===== src/rtl/rf_pkg.sv =====
// Shared register-file constants and the operand-select encoding.
// XLEN and IDX_W are set here and used by every block in the operand-fetch slice.
package rf_pkg;

    localparam int unsigned XLEN  = 32;
    localparam int unsigned IDX_W = 5;

    // x0 is hardwired to zero and never takes part in forwarding
    localparam logic [IDX_W-1:0] REG_ZERO = '0;

    typedef enum logic [1:0] {
        SEL_ZERO,
        SEL_WB,
        SEL_BYP,
        SEL_RF
    } op_sel_e;

endpackage


===== src/rtl/opfetch_bypass_mux.sv =====
// Per-operand source select: x0, live write-back, latched bypass, or register file data.
// The top disables forwarding by tying wb_en and byp low.
module opfetch_bypass_mux
    import rf_pkg::*;
(
    input  logic [IDX_W-1:0] rs,
    input  logic             wb_en,
    input  logic [IDX_W-1:0] wb_index,
    input  logic [XLEN-1:0]  wb_data,
    input  logic             byp,
    input  logic [XLEN-1:0]  byp_data,
    input  logic [XLEN-1:0]  rf_data,
    output logic [XLEN-1:0]  op
);

    op_sel_e sel;

    // Priority: x0, then this cycle's write-back, then latched bypass, then RF
    always_comb begin
        sel = SEL_RF;
        if (rs == REG_ZERO) begin
            sel = SEL_ZERO;
        end else if (wb_en && (wb_index == rs)) begin
            sel = SEL_WB;
        end else if (byp) begin
            sel = SEL_BYP;
        end
    end

    // Steer the chosen source onto the operand
    always_comb begin
        op = rf_data;
        unique case (sel)
            SEL_ZERO: op = '0;
            SEL_WB:   op = wb_data;
            SEL_BYP:  op = byp_data;
            SEL_RF:   op = rf_data;
        endcase
    end

endmodule


===== src/rtl/operand_fetch.sv =====
// Operand fetch stage between decode and execute. Issues register file reads, holds the
// instruction in a single stage (S1) while the 1-cycle read data arrives, resolves
// write-back hazards and hands operands to execute over valid/ready.
// Optional macro OPFETCH_BYPASS_EN: when defined, write-back hazards are forwarded;
// when undefined, a hazard stalls S1 and re-reads the register file instead.
module operand_fetch
    import rf_pkg::*;
#(
    parameter int unsigned TAG_W = 32
) (
    input  logic             clk,
    input  logic             reset,
    input  logic             id_valid,
    output logic             id_ready,
    input  logic [IDX_W-1:0] id_rs1,
    input  logic [IDX_W-1:0] id_rs2,
    input  logic [IDX_W-1:0] id_rd,
    input  logic [TAG_W-1:0] id_tag,
    output logic             rf_rd_en1,
    output logic             rf_rd_en2,
    output logic [IDX_W-1:0] rf_rd_index1,
    output logic [IDX_W-1:0] rf_rd_index2,
    input  logic [XLEN-1:0]  rf_rd_data1,
    input  logic [XLEN-1:0]  rf_rd_data2,
    input  logic [IDX_W-1:0] rf_rd_addr1,
    input  logic [IDX_W-1:0] rf_rd_addr2,
    input  logic             wb_en,
    input  logic [IDX_W-1:0] wb_index,
    input  logic [XLEN-1:0]  wb_data,
    output logic             ex_valid,
    input  logic             ex_ready,
    output logic [XLEN-1:0]  ex_op1,
    output logic [XLEN-1:0]  ex_op2,
    output logic [IDX_W-1:0] ex_rd,
    output logic [TAG_W-1:0] ex_tag,
    output logic             addr_err
);

    logic             s1_valid;
    logic [IDX_W-1:0] s1_rs1, s1_rs2, s1_rd;
    logic [TAG_W-1:0] s1_tag;
    logic             s1_byp1, s1_byp2;
`ifdef OPFETCH_BYPASS_EN
    logic [XLEN-1:0]  s1_bypd1, s1_bypd2;
`endif

    logic cur_hit1, cur_hit2, iss_hit1, iss_hit2;
    logic hazard, accept, transfer, s1_valid_d;

    // Handshake, read issue and hazard detection
    always_comb begin
        cur_hit1 = wb_en && (wb_index != REG_ZERO) && (wb_index == s1_rs1);
        cur_hit2 = wb_en && (wb_index != REG_ZERO) && (wb_index == s1_rs2);
`ifdef OPFETCH_BYPASS_EN
        hazard   = 1'b0;
`else
        // Without forwarding, any write that S1 would have missed forces a re-read
        hazard   = s1_valid && (cur_hit1 || cur_hit2 || s1_byp1 || s1_byp2);
`endif
        ex_valid     = s1_valid && !hazard;
        id_ready     = (!s1_valid || ex_ready) && !hazard;
        accept       = id_valid && id_ready;
        transfer     = ex_valid && ex_ready;
        s1_valid_d   = accept || (s1_valid && !transfer);
        // A stalled S1 re-reads its own sources so the data stays aligned with it
        rf_rd_index1 = id_ready ? id_rs1 : s1_rs1;
        rf_rd_index2 = id_ready ? id_rs2 : s1_rs2;
        rf_rd_en1    = !reset && (accept || s1_valid);
        rf_rd_en2    = !reset && (accept || s1_valid);
        // The RF returns the old value on a same-cycle read/write of one index
        iss_hit1     = wb_en && (wb_index != REG_ZERO) && (wb_index == rf_rd_index1);
        iss_hit2     = wb_en && (wb_index != REG_ZERO) && (wb_index == rf_rd_index2);
        ex_rd        = s1_rd;
        ex_tag       = s1_tag;
    end

    // S1 pipeline register, bypass capture and sticky echo-error flag
    always_ff @(posedge clk) begin
        if (reset) begin
            s1_valid <= 1'b0;
            s1_rs1   <= '0;
            s1_rs2   <= '0;
            s1_rd    <= '0;
            s1_tag   <= '0;
            s1_byp1  <= 1'b0;
            s1_byp2  <= 1'b0;
`ifdef OPFETCH_BYPASS_EN
            s1_bypd1 <= '0;
            s1_bypd2 <= '0;
`endif
            addr_err <= 1'b0;
        end else begin
            if (accept) begin
                s1_rs1 <= id_rs1;
                s1_rs2 <= id_rs2;
                s1_rd  <= id_rd;
                s1_tag <= id_tag;
            end else if (transfer) begin
                s1_rs1 <= '0;
                s1_rs2 <= '0;
                s1_rd  <= '0;
                s1_tag <= '0;
            end
            s1_valid <= s1_valid_d;
            // Recomputed every cycle so a stall re-read drops a stale bypass
            s1_byp1  <= s1_valid_d && iss_hit1;
            s1_byp2  <= s1_valid_d && iss_hit2;
`ifdef OPFETCH_BYPASS_EN
            s1_bypd1 <= (s1_valid_d && iss_hit1) ? wb_data : '0;
            s1_bypd2 <= (s1_valid_d && iss_hit2) ? wb_data : '0;
`endif
            if (s1_valid && ((rf_rd_addr1 != s1_rs1) || (rf_rd_addr2 != s1_rs2))) begin
                addr_err <= 1'b1;
            end
        end
    end

`ifdef OPFETCH_BYPASS_EN
    opfetch_bypass_mux u_mux1 (
        .rs       (s1_rs1),
        .wb_en    (wb_en),
        .wb_index (wb_index),
        .wb_data  (wb_data),
        .byp      (s1_byp1),
        .byp_data (s1_bypd1),
        .rf_data  (rf_rd_data1),
        .op       (ex_op1)
    );

    opfetch_bypass_mux u_mux2 (
        .rs       (s1_rs2),
        .wb_en    (wb_en),
        .wb_index (wb_index),
        .wb_data  (wb_data),
        .byp      (s1_byp2),
        .byp_data (s1_bypd2),
        .rf_data  (rf_rd_data2),
        .op       (ex_op2)
    );
`else
    opfetch_bypass_mux u_mux1 (
        .rs       (s1_rs1),
        .wb_en    (1'b0),
        .wb_index (REG_ZERO),
        .wb_data  (wb_data),
        .byp      (1'b0),
        .byp_data ('0),
        .rf_data  (rf_rd_data1),
        .op       (ex_op1)
    );

    opfetch_bypass_mux u_mux2 (
        .rs       (s1_rs2),
        .wb_en    (1'b0),
        .wb_index (REG_ZERO),
        .wb_data  (wb_data),
        .byp      (1'b0),
        .byp_data ('0),
        .rf_data  (rf_rd_data2),
        .op       (ex_op2)
    );
`endif

endmodule


===== config.mk =====
export PLATFORM = sky130hd
export DESIGN_NAME = operand_fetch
export DESIGN_NICKNAME = d
export VERILOG_FILES = /design/src/rtl/rf_pkg.sv /design/src/rtl/opfetch_bypass_mux.sv /design/src/rtl/operand_fetch.sv
export SDC_FILE = /design/constraint.sdc
export NUM_CORES = 1
export LEC_CHECK = 0
export ABC_AREA = 1
export BUFFER_PORTS_ARGS = -buffer_cell sky130_fd_sc_hd__buf_4
export CAP_MARGIN = 20
export CORE_AREA = 2 2 109 111
export DETAILED_ROUTE_END_ITERATION = 6
export DIE_AREA = 0 0 111 113
export PLACE_DENSITY = 0.84
export SYNTH_ARGS = -nofsm -noshare
export SYNTH_HDL_FRONTEND = slang
export SYNTH_HIERARCHICAL = 1
export SYNTH_SLANG_ARGS = --single-unit

===== constraint.sdc =====
create_clock -name clk -period 4.1 [get_ports clk]
set_clock_uncertainty 0.1 [all_clocks]
set_input_delay 0.205 -clock clk [delete_from_list [all_inputs] [get_ports clk]]
set_output_delay 0.205 -clock clk [all_outputs]
set_load 0.02 [all_outputs]

# Word level (Yosys, flattened, before mapping)
# Cells that the tools add are included.
# Widths: inputs -> output; s select.
dict set report op_classes {
  eq_ne 12
  n_mux 12
  reduce_logical 34
}
# cell n
set ops {}
lappend ops {{$pmux 32 s3} 2}
lappend ops {{$mux 32} 2}
lappend ops {{$mux 5} 6}
lappend ops {{$eq 5x5->1} 4}
lappend ops {{$logic_and 1x1->1} 15}
lappend ops {{$logic_not 5->1} 2}
lappend ops {{$ne 5x5->1} 2}
lappend ops {{$eq 2x2->1 const B} 4}
lappend ops {{$logic_or 1x1->1} 7}
lappend ops {{$reduce_bool 5->1} 1}
lappend ops {{$eq 2x1->1 const B} 2}
lappend ops {{$logic_not 1->1} 4}
lappend ops {{$logic_not 2->1} 2}
lappend ops {{$mux 2} 2}
lappend ops {{$reduce_or 2->1} 2}
lappend ops {{$reduce_bool 2->1} 1}
dict set report word_totals {
  register_bits 51
  inputBits 163
  output_inout_bits 116
  elab_cells 66
}

# Depth between registers and ports, before layout
# Gate-level depths: netlist of run 1.
dict set report logic_depth {
  word_depth 14
  ltp_mapped 18
  mapped_depth_nobuf 17
}

# Cells and area by module
# Netlist of run 1, hierarchy kept.
# module n_inst cells_per_inst area_each_um2 seq_area_each_um2
set by_module_without_submodules {}
lappend by_module_without_submodules {operand_fetch 1 422 2807.7 1021.0}
lappend by_module_without_submodules {opfetch_bypass_mux 2 187 1023.5 0.0}

# Worst setup path before layout of run 1
# OpenSTA, ideal clock, no wires.
dict set report synth_timing {
  kind {reg2reg}
  start {register s1_rs1[1]}
  end {register s1_tag[17] (netlist: ex_tag[17])}
  setup_time_ns 0.142
  t_arrival_ns 1.530
  t_required_ns 3.858
  slack_ns 2.328
  path_stages_with_launch 14
  path_buffers 2
  period_less_slack_ns 1.772
  cell_sequence {dfxtp_1 -> inv_1 -> nand2_1 -> nand2_1 -> nor2_1 -> nand3_1 -> nand2_1 -> nand2_2 -> nand3_4 -> nand2_4 -> buf_4 -> buf_4 -> nand3_1 -> a21oi_2}
}
dict set report synth_via {
  elab_chain_cells 10
  elab_cells_between_ends 13
  classes_between {eq/ne: 1; mux: 1; reduce/logical: 11}
}
# element line
set synth_lines {}
lappend synth_lines {{start, declared} operand_fetch.sv:40} ;# logic [IDX_W-1:0] s1_rs1, s1_rs2, s1_rd;
lappend synth_lines {{start signal, assigned} operand_fetch.sv:94} ;# s1_rs1 <= id_rs1;
lappend synth_lines {{$eq 5x5->1 (*)} operand_fetch.sv:52} ;# cur_hit1 = wb_en && (wb_index != REG_ZERO) && (wb_index == s1_rs1);
lappend synth_lines {{$logic_and 1x1->1 (*)} operand_fetch.sv:52}
lappend synth_lines {{$logic_or 1x1->1 (*) (3 in series)} operand_fetch.sv:58} ;# hazard = s1_valid && (cur_hit1 || cur_hit2 || s1_byp1 || s1_byp2);
lappend synth_lines {{$logic_and 1x1->1 (*)} operand_fetch.sv:58}
lappend synth_lines {{$logic_not 1->1 (*)} {operand_fetch.sv:60, operand_fetch.sv:61}}
lappend synth_lines {{$logic_and 1x1->1 (on tied branches)} {operand_fetch.sv:61, operand_fetch.sv:60}}
lappend synth_lines {{$logic_and 1x1->1 (on tied branches)} {operand_fetch.sv:62, operand_fetch.sv:63}}
lappend synth_lines {{$mux 32 / $reduce_bool 2->1 (equally long branches)} -}
lappend synth_lines {{end signal, assigned} operand_fetch.sv:97} ;# s1_tag <= id_tag;
lappend synth_lines {{end, declared} operand_fetch.sv:41} ;# logic [TAG_W-1:0] s1_tag;
# Mark *: on every way between the ends. The rest lies on a longest branch, timed or not.
# A chain may end at the register's enable or synchronous reset.

# Worst setup path in the final report of run 1
dict set report layout_timing {
  start {register s1_rs1[1]}
  end {register s1_rs2[0]}
}
dict set report layout_via {
  elab_chain_cells 10
  elab_cells_between_ends 13
  classes_between {eq/ne: 1; mux: 1; reduce/logical: 11}
}
# element line
set layout_lines {}
lappend layout_lines {{$eq 5x5->1 (*)} operand_fetch.sv:52}
lappend layout_lines {{$logic_and 1x1->1 (*)} operand_fetch.sv:52}
lappend layout_lines {{$logic_or 1x1->1 (*) (3 in series)} operand_fetch.sv:58}
lappend layout_lines {{$logic_and 1x1->1 (*)} operand_fetch.sv:58}
lappend layout_lines {{$logic_not 1->1 (*)} {operand_fetch.sv:60, operand_fetch.sv:61}}
lappend layout_lines {{$logic_and 1x1->1 (on tied branches)} {operand_fetch.sv:61, operand_fetch.sv:60}}
lappend layout_lines {{$logic_and 1x1->1 (on tied branches)} {operand_fetch.sv:62, operand_fetch.sv:63}}
lappend layout_lines {{$mux 5 / $reduce_bool 2->1 (equally long branches)} -}
lappend layout_lines {{end signal, assigned} operand_fetch.sv:95} ;# s1_rs2 <= id_rs2;
lappend layout_lines {{end, declared} operand_fetch.sv:40}
# Marked as above.

==> flow_summary.toml, run 1 <==
[status]
status = "completed"

[setup_path]
path_buf_inv = 2
reg2reg_to = "s1_rs2[0]"
rr_worst_depth = 13
path_class = "reg2reg"
r2r_start = "s1_rs1[1]"
end_kind = "flop"
max_stage_delay_ns = 0.50
worstPathArrival_ns = 3.04
crit_top_cell = "nand2_1"
cp_num_cells = 13
required_ns = 4.21
crit_path_top_delay_cell = "o21ai_4"
crit_chain = "inv_1 > nand2_1 > nand2_1 > nor2_1 > nand3_1 > nand2_1 > nand2_2 > nand3_4 > nand2_4 > o21ai_4 > buf_4 > nand2_1 > a21oi_1"
cp_max_fo = 64
crit_family = "simple AND/OR/NAND/NOR gates"
start_kind = "flop"
cp-endpoint = "s1_rs2[0]"
startpoint = "s1_rs1[1]"
r2r_slack_ns = 1.17

[cts]
cts_tree = "yes"
cts.sinks = 51
post_cts_buffers = 0
numCtsBuffers = 5
ctsHoldBuffers = 0
clk_path_buf_depth = 2
insertion_delay_ns = 0.28
cts_max_level = 2
clockRootBuffer = "clkbuf_16"
path_clk_slew_ns = 0.07
cts_resized = 0

[synth]
synth-edff-count = 0
netlist_area_mm2 = 0.004855
yosysTopAreaCell = "dfxtp_1"
ys_ff_latch = 51
ys_types = 28
ys_async_sr_fraction_pct = 0
synth_top_area_share_pct = 21.03
synthTopCellsByArea = "dfxtp_1, nand4_1, nand2_1"
synth-seq-area-share_pct = 21.03
yosys.cell_count.top_type = "nand2_1"
ys.flop_type = "dfxtp_1"
synth_common_cells = "nand2_1, nand3_1, nand4_1, dfxtp_1, inv_1"
syn-mean-instance-area_um2 = 6.099
ys_warn_count = 6
post_synth_inst_count = 796

[die]
row_count = 39
die_x_um = 111
die_h_um = 113
initial_core_util_pct = 43.07
die-area_mm2 = 0.01254
coreArea_mm2 = 0.01127
ios = 279

[cells_and_area]
fin_cells = 1237
final_layout_size_suffix_gt1_share_pct = 31.81
nNetsFinal = 1257
postLayoutCellArea_mm2 = 0.007117
final_core_util_pct = 63.14
diodes = 0
syn_to_final_growth_pct = 46.60

[place]
dp_slack_ns = 1.182
hpwl_mm = 14.23
port_buffers = 278
placed_cells = 1230
placed_area_mm2 = 0.006954
routabilityCongestion = 0.9621

[timing]
rsz0062_at_grt = "false"
setup_ws_ns = 1.167
slew_violations = 0
relSlewSlack_pct = 16.64
min_period_ns = 2.933
fin_tns_setup_ns = 0
setup_viol = 0
finalHoldViolations = 0
worstMarginPinSlew_ns = 1.249
fmax_mhz = 341.0
whs_ns = 0.08887
post-route-period-util_pct = 71.54

[global_routing]
grtUsageTotal_pct = 28.44
grt.overflow.total = 0
grt_max_degree = 66
antenna_found_initial = 0
grt_pass1_wl_mm = 29.44
grt_pass1_vias = 5936

[power_and_ir_drop]
power.leakage_nw = 3.584
irDropWorstVdd_mv = 0.2478
total_power_mw = 1.867
pwr_density_cell_mw_per_mm2 = 262.3

[route]
via_count = 6507
avgRoutedWirePerCell_um = 15.30
drt-total-wl_mm = 18.93
first_iter_violations = 729
drtAntennaViolNets = 0
drc_errors = 0
vias_per_cell = 5.260
firstDrtPassIters = 5

[run]
max_cap_viol_count = 0

[min_path]
min_path_type = "in2reg"
## worst min-delay path by stage
stage,endpoint,startpoint,cells after the start
after global routing,ex_tag[15],id_tag[15],3
after floorplan,ex_rd[4],id_rd[4],2
after global placement,addr_err,addr_err,2
after detailed placement,addr_err,addr_err,2
after CTS,ex_tag[12],id_tag[12],3
final,ex_tag[28],id_tag[28],3
## layer usage
| layer | GRT usage, % | vias up | wire (µm) |
|---|---|---|---|
| met3 | 6.106 | 53 | 1674 |
| met2 | 49.53 | 326 | 9199 |
| met4 | 14.50 | 0 | 847 |
| li1 | - | 3253 | - |
| met1 | 33.08 | 2875 | 7207 |
| met5 | 0 | - | 0 |
## kinds of logic after synthesis
family	count (synthesis)	share of synthesized area (%)
AOI/OAI and AO/OA	56	6.985
xor gates and xnor gates	4	0.7216
buffers and inverters	130	15.08
DFF	51	21.03
other	1	0.07725
and+or+nand+nor	554	56.11
## flip-flops by register name, summed over array words and instances, names as in the netlist
name	flops
addr_err	1
ex_rd	5
ex_tag	32
s1_byp1	1
s1_byp2	1
s1_rs1	5
s1_rs2	5
s1_valid	1
## worst min-delay path: cells and delay by family
family	cells	cell delay [ns]
AO/OA/AOI/OAI	1	0.06
buffers and inverters	1	0.10
AND/OR/NAND/NOR	1	0.07
## cells in the final DEF (no fill, tap or decap), types with 2 or more instances in the layout
master     count
nor2_2         2
xnor2_1        4
nand2_2       17
clkbuf_16      5
a21oi_2       11
inv_1         43
conb_1        86
or2_2          5
nor2_4         2
nand3_2        8
a21oi_1       39
inv_2         12
nand3_1      144
dfxtp_1       51
o2111ai_1      3
nand4_1      131
nand2_1      218
buf_4        281
nor2_1        25
## area by class of cell
type                    count  area, µm²
inverters                  55      206.4
well taps                 143      178.9
flip-flops and latches     51       1021
repair buffers            281       2110
clock inverters             2      37.54
clock buffers               5      125.1
fillers                  1118       4155
multi-input cells         700       3438
## report_power, final
part | total, mW | internal (mW) | switching, mW
clock network | 0.463 | 0.284 | 0.178
registers | 0.554 | 0.524 | 0.0303
logic | 0.850 | 0.353 | 0.497
Power figures use the tool's default switching activity.
==> run 2, diff against run 1 <==
--- a/config.mk
+++ b/config.mk
@@ -8,10 +8,10 @@
 export ABC_AREA = 1
 export BUFFER_PORTS_ARGS = -buffer_cell sky130_fd_sc_hd__buf_4
 export CAP_MARGIN = 20
-export CORE_AREA = 2 2 109 111
+export CORE_MARGIN = 2
+export CORE_UTILIZATION = 45
 export DETAILED_ROUTE_END_ITERATION = 6
-export DIE_AREA = 0 0 111 113
-export PLACE_DENSITY = 0.84
+export PLACE_DENSITY = 0.88
 export SYNTH_ARGS = -nofsm -noshare
 export SYNTH_HDL_FRONTEND = slang
 export SYNTH_HIERARCHICAL = 1
==> constraint.sdc (replaced) <==
create_clock -name clk -period 2.8 [get_ports clk]
set_clock_uncertainty 0.1 [all_clocks]
set_input_delay 0.14 -clock clk [delete_from_list [all_inputs] [get_ports clk]]
set_output_delay 0.14 -clock clk [all_outputs]
set_load 0.02 [all_outputs]
==> run 2 against run 1 <==
  * Hold slack worse by 0.087 ns
  * Worst setup slack lost 0.92 ns
  * Critical path depth stayed put
  * Utilization increased by 6.9 points
  * Via count increased by 4.4%
  * Die area fell by 7.2%
  * Count of clock-buffer cells in the layout stayed put
  * Clock power up 0.9%
  * Largest power group unchanged
==> flow_summary.toml, run 2 (synthesis gave the netlist of run 1 again) <==
[timing]
whs_ns = 0.002361
relSlewSlack_pct = 14.57
post-route-period-util_pct = 91.24
fmax_mhz = 391.4
min_period_ns = 2.555
worstMarginPinSlew_ns = 1.280
fin_tns_setup_ns = 0
setup_ws_ns = 0.2453
setup_viol = 0
rsz0062_at_grt = "false"
slew_violations = 0
finalHoldViolations = 0

[setup_path]
worstPathArrival_ns = 2.31
start_kind = "flop"
required_ns = 2.56
cp-endpoint = "rf_rd_index1[4]"
path_class = "reg2out"
r2r_start = "s1_rs2[3]"
startpoint = "s1_rs2[3]"
r2r_slack_ns = 0.43
end_kind = "output port"
cp_max_fo = 20
rr_worst_depth = 13
reg2reg_to = "s1_rs1[3]"

[route]
firstDrtPassIters = 5
drc_errors = 0
first_iter_violations = 693
drtAntennaViolNets = 0
vias_per_cell = 5.413
avgRoutedWirePerCell_um = 15.62
dr_wl_met2_mm = 9.811
drt-total-wl_mm = 19.60
maxUsedRoutingLayer = "met4"
via_count = 6793
wl_met1_mm = 7.598
dr_wl_met3_mm = 1.712

[power_and_ir_drop]
total_power_mw = 2.580
pwr_density_cell_mw_per_mm2 = 353.7
irDropWorstVdd_mv = 0.3065
power.leakage_nw = 3.677

[die]
die_x_um = 107.9
coreArea_mm2 = 0.01042
die_h_um = 107.9
ios = 279
initial_core_util_pct = 46.61
die-area_mm2 = 0.01163
row_count = 37

[cts]
cts_resized = 0
path_clk_slew_ns = 0.12
insertion_delay_ns = 0.31
clockRootBuffer = "clkbuf_8"
post_cts_buffers = 0
numCtsBuffers = 5
cts.sinks = 51
cts_tree = "yes"
cts_max_level = 2
clk_path_buf_depth = 2

[global_routing]
grt.overflow.total = 0
antenna_found_initial = 0
grt_pass1_vias = 5804
grt_max_degree = 66
grtUsageTotal_pct = 31.00
grt_pass1_wl_mm = 29.03

[status]
status = "completed"

[place]
hpwl_mm = 14.22
dp_slack_ns = 0.5213
placed_cells = 1233
routabilityCongestion = 0.9739
placed_area_mm2 = 0.007058
port_buffers = 278

[cells_and_area]
final_layout_size_suffix_gt1_share_pct = 32.08
final_core_util_pct = 70.03
mostFrequentLayoutCell = "buf_4"
postLayoutCellArea_mm2 = 0.007295
final_cell_mix = "buf_4, nand2_1, nand3_1"
nNetsFinal = 1281
diodes = 0
syn_to_final_growth_pct = 50.26
fin_cells = 1255
largest_reg_flops = 32

[min_path]
min_path_type = "in2reg"

[run]
max_cap_viol_count = 0
[run 2: cell count changes in the layout (fill, tap and decap cells not counted), sizes merged]
cell,before,now
dlygate4sd3,0,14
inv,55,57
buf,281,291
bufinv,1,0
[run 2: worst max-delay path, cell delays in order (launching register included)]
cell and delay, ns:
dfxtp_1 0.49, inv_1 0.13, nand2_1 0.10, nand2_1 0.05, nor2_1 0.09, nand3_1 0.08
nand2_1 0.08, nand2_2 0.06, nand3_4 0.16, nand2_4 0.18, buf_4 0.25, nand2_1 0.09
nand2_1 0.07, buf_4 0.16
[run 2: routing by layer]
metal / GRT usage [%] / vias up
met5: 0 / -
met2: 53.86 / 362
met1: 39.08 / 3079
met4: 8.425 / 0
met3: 5.751 / 44
li1: - / 3308
[run 2: how the worst min path moves through the flow]
stage,start,to,slack (ns),cells past startpoint
floorplan,id_rd[4],ex_rd[4],0.20,2
global placement,id_tag[8],ex_tag[8],0.33,3
detailed placement,id_tag[0],ex_tag[0],0.33,3
CTS,id_rs2[4],s1_rs2[4],0.0003,3
global route,id_tag[30],ex_tag[30],0.004,3
finish,id_rs2[4],s1_rs2[4],0.002,3
[run 2: power breakdown]
part / internal (mW) / switching, mW
Combinational: 0.556 / 0.756
Sequential: 0.766 / 0.0347
Clock: 0.186 / 0.281
[run 2: layout make-up]
type	count	area, µm²
clock buffers	5	68.82
clock inverters	3	27.53
fillers	937	3122
inverters	55	206.4
multi-input cells	700	3438
flip-flops and latches	51	1021
well taps	136	170.2
repair buffers	305	2362
[run 2: timing repair]
action                     4_1_cts  5_1_grt
hold endpoints to repair        11        3
setup endpoints to repair        0        0
hold buffers                    11        3
==> run 3, diff against run 2 <==
--- a/config.mk
+++ b/config.mk
@@ -5,13 +5,12 @@
 export SDC_FILE = /design/constraint.sdc
 export NUM_CORES = 1
 export LEC_CHECK = 0
-export ABC_AREA = 1
 export BUFFER_PORTS_ARGS = -buffer_cell sky130_fd_sc_hd__buf_4
 export CAP_MARGIN = 20
-export CORE_MARGIN = 2
-export CORE_UTILIZATION = 45
+export CORE_AREA = 2 2 109 111
 export DETAILED_ROUTE_END_ITERATION = 6
-export PLACE_DENSITY = 0.88
+export DIE_AREA = 0 0 111 113
+export PLACE_DENSITY = 0.79
 export SYNTH_ARGS = -nofsm -noshare
 export SYNTH_HDL_FRONTEND = slang
 export SYNTH_HIERARCHICAL = 1
==> constraint.sdc (replaced) <==
create_clock -name clk -period 2.8 [get_ports clk]
set_clock_uncertainty 0.1 [all_clocks]
set_input_delay 0.14 -clock clk [delete_from_list [all_inputs] [get_ports clk]]
set_output_delay 0.14 -clock clk [all_outputs]
set_load 0.005 [all_outputs]
==> run 3 against run 2 <==
  * The flow now finishes with violations (max-slew violations)
  * Count of clock-buffer cells in the layout unchanged
  * First-iteration DRC count decreased by 33%
  * Die area increased by 7.8%
  * Critical path depth decreased by 5
  * Utilization decreased by 6.2 points
  * Area after synthesis decreased by 11%
  * Worst setup slack improved by 0.0038 ns
  * Largest cell class unchanged
  * Non-clock buffer count increased by 24
  * Via count decreased by 25%
==> flow_summary.toml, run 3 <==
[setup_path]
crit_chain = "buf_4 > or4_4 > o21ai_4 > nor3_1 > o31ai_4 > buf_4 > mux2_2 > buf_4"
max_stage_delay_ns = 0.55
r2r_start = "s1_rs1[4]"
cp_max_fo = 11
worstPathArrival_ns = 2.31
end_kind = "output port"
crit_top_cell = "buf_4"
start_kind = "primary input"
crit_path_top_delay_cell = "or4_4"
startpoint = "wb_index[0]"
path_class = "in2out"
required_ns = 2.56

[cts]
insertion_delay_ns = 0.30
cts_tree = "yes"
cts_max_level = 2
clk_path_buf_depth = 2
path_clk_slew_ns = 0.07
cts_resized = 0
clockRootBuffer = "clkbuf_16"
cts.sinks = 51
numCtsBuffers = 5

[synth]
netlist_area_mm2 = 0.004312
synth-edff-count = 0
post_synth_inst_count = 492
ys.flop_type = "dfxtp_1"
yosysTopAreaCell = "dfxtp_1"
synthTopCellsByArea = "dfxtp_1, mux2i_1, o31ai_1"
ys_async_sr_fraction_pct = 0
syn-mean-instance-area_um2 = 8.763
synth_common_cells = "a21oi_1, mux2i_1, o31ai_1, dfxtp_1, clkbuf_1"
synth_top_area_share_pct = 23.68
ys_types = 35
ys_ff_latch = 51
yosys.cell_count.top_type = "a21oi_1"
ys_warn_count = 6
synth-seq-area-share_pct = 23.68

[global_routing]
grt_pass1_wl_mm = 26.40
grt_pass1_vias = 4972
antenna_found_initial = 0
grt_max_degree = 37
grtUsageTotal_pct = 25.97
grt.overflow.total = 0

[cells_and_area]
final_layout_size_suffix_gt1_share_pct = 44.88
postLayoutCellArea_mm2 = 0.007198
largest_reg_flops = 32
syn_to_final_growth_pct = 66.95
final_core_util_pct = 63.86
mostFrequentLayoutCell = "buf_4"
final_cell_mix = "buf_4, conb_1, a21oi_1"
nNetsFinal = 1011
diodes = 0

[route]
vias_per_cell = 5.162
first_iter_violations = 461
drt-total-wl_mm = 17.22
firstDrtPassIters = 4
avgRoutedWirePerCell_um = 17.36
drc_errors = 0
via_count = 5121
drtAntennaViolNets = 0

[die]
die_x_um = 111
initial_core_util_pct = 38.25
row_count = 39
die_h_um = 113
coreArea_mm2 = 0.01127
ios = 279
die-area_mm2 = 0.01254

[power_and_ir_drop]
pwr_density_cell_mw_per_mm2 = 367.1
power_switching_uw = 889.4
clkPwrFrac_pct = 23.9
p_int_mw = 1.753
power.leakage_nw = 3.365
swShare_pct = 33.66
pwr-share-seq_pct = 30.4
power_frac_comb_pct = 45.8
irDropWorstVdd_mv = 0.4210

[run]
max_cap_viol_count = 0

[timing]
fmax_mhz = 392.0
relSlewSlack_pct = -5.496
setup_viol = 0
min_period_ns = 2.551
worstMarginPinSlew_ns = 1.578
fin_tns_setup_ns = 0
finalHoldViolations = 0
slew_violations = 68
rsz0062_at_grt = "false"
post-route-period-util_pct = 91.10

[status]
violations = "max-slew violations"
status = "complete, but fails checks"

[min_path]
min_path_type = "in2reg"
min_from = "id_tag[9]"

[place]
routabilityCongestion = 0.8399
hpwl_mm = 12.33
port_buffers = 278
placed_area_mm2 = 0.006735
run 3: cell types whose count changed in the layout (fill, tap and decap cells not counted), sizes merged, moves of 9 or more:
cell | previous run | this run
xor2 | 0 | 15
mux2i | 0 | 65
nor2 | 29 | 55
nand4 | 131 | 6
a22oi | 0 | 47
xnor2 | 4 | 24
a21oi | 50 | 67
inv | 57 | 4
mux2 | 0 | 9
nand3 | 153 | 1
dlygate4sd3 | 14 | 31
nand2 | 236 | 6
o31ai | 1 | 65
run 3: area by class of cell:
class,instances,area (µm²)
clock buffers,5,125.1
clock inverters,3,27.53
fillers,949,4074
inverters,3,11.26
multi-input cells,458,3237
flip-flops and latches,51,1021
well taps,143,178.9
repair buffers,329,2597
run 3: path summary, 6_finish.rpt:
check / to / slack [ns] / depth (start not counted)
worst min-delay path: ex_tag[9] / 0.003 / 3
worst max register to register: ex_tag[30] / 0.47 / 8
worst max-delay path: rf_rd_index1[3] / 0.25 / 8
worst min register to register: addr_err / 0.40 / 2
run 3: cell families (layout without fill, tap and decap cells):
| logic type | after synthesis | after routing | share of synthesized area, % |
|---|---|---|---|
| AOI/OAI and AO/OA | 185 | 185 | 32.36 |
| xor gates and xnor gates | 39 | 39 | 7.922 |
| buffers and inverters | 60 | 340 | 8.387 |
| DFF | 51 | 51 | 23.68 |
| muxes | 74 | 74 | 17.44 |
| other | 1 | 78 | 0.08697 |
| and+or+nand+nor | 82 | 82 | 10.13 |
run 3: layer usage:
layer | global-route usage, % | wire, µm | vias to the layer above
met3 | 6.213 | 1347 | 36
met2 | 46.34 | 8584 | 251
li1 | - | - | 2467
met1 | 30.61 | 6829 | 2367
met5 | 0 | 0 | -
met4 | 8.917 | 461 | 0
run 3: power groups by stage:
| stage | registers [mW] | clock network (mW) | logic [mW] |
|---|---|---|---|
| after floorplan | 0.824 | 0 | 0.581 |
| after global placement | 0.816 | 0 | 1.14 |
| after detailed placement | 0.815 | 0 | 1.15 |
| after CTS | 0.801 | 0.636 | 1.19 |
| after global routing | 0.806 | 0.676 | 1.30 |
| final | 0.802 | 0.631 | 1.21 |
run 3: through the flow:
step                hold WS (ns)  power (mW)  setup WS [ns]  instances
CTS                  0.000003136       2.623         0.2482        992
global route            0.008145       2.785         0.1303        992
global placement          0.2810       1.956         0.3090        953
floorplan                 0.1834       1.404         0.4140        569
finish                  0.003180       2.642         0.2491        992
detailed placement        0.2898       1.963         0.2513        953
run 3: critical path: cells and delay by family:
| kind | cells | cell delay, ns |
|---|---|---|
| AO/OA/AOI/OAI | 2 | 0.58 |
| buffers and inverters | 3 | 0.55 |
| multiplexers | 1 | 0.36 |
| AND/OR/NAND/NOR | 2 | 0.67 |
run 3: what timing repair did:
action / CTS / global route
hold buffers: 31 / 0
buffers inserted: 0 / 0
hold endpoints to repair: 31 / 0
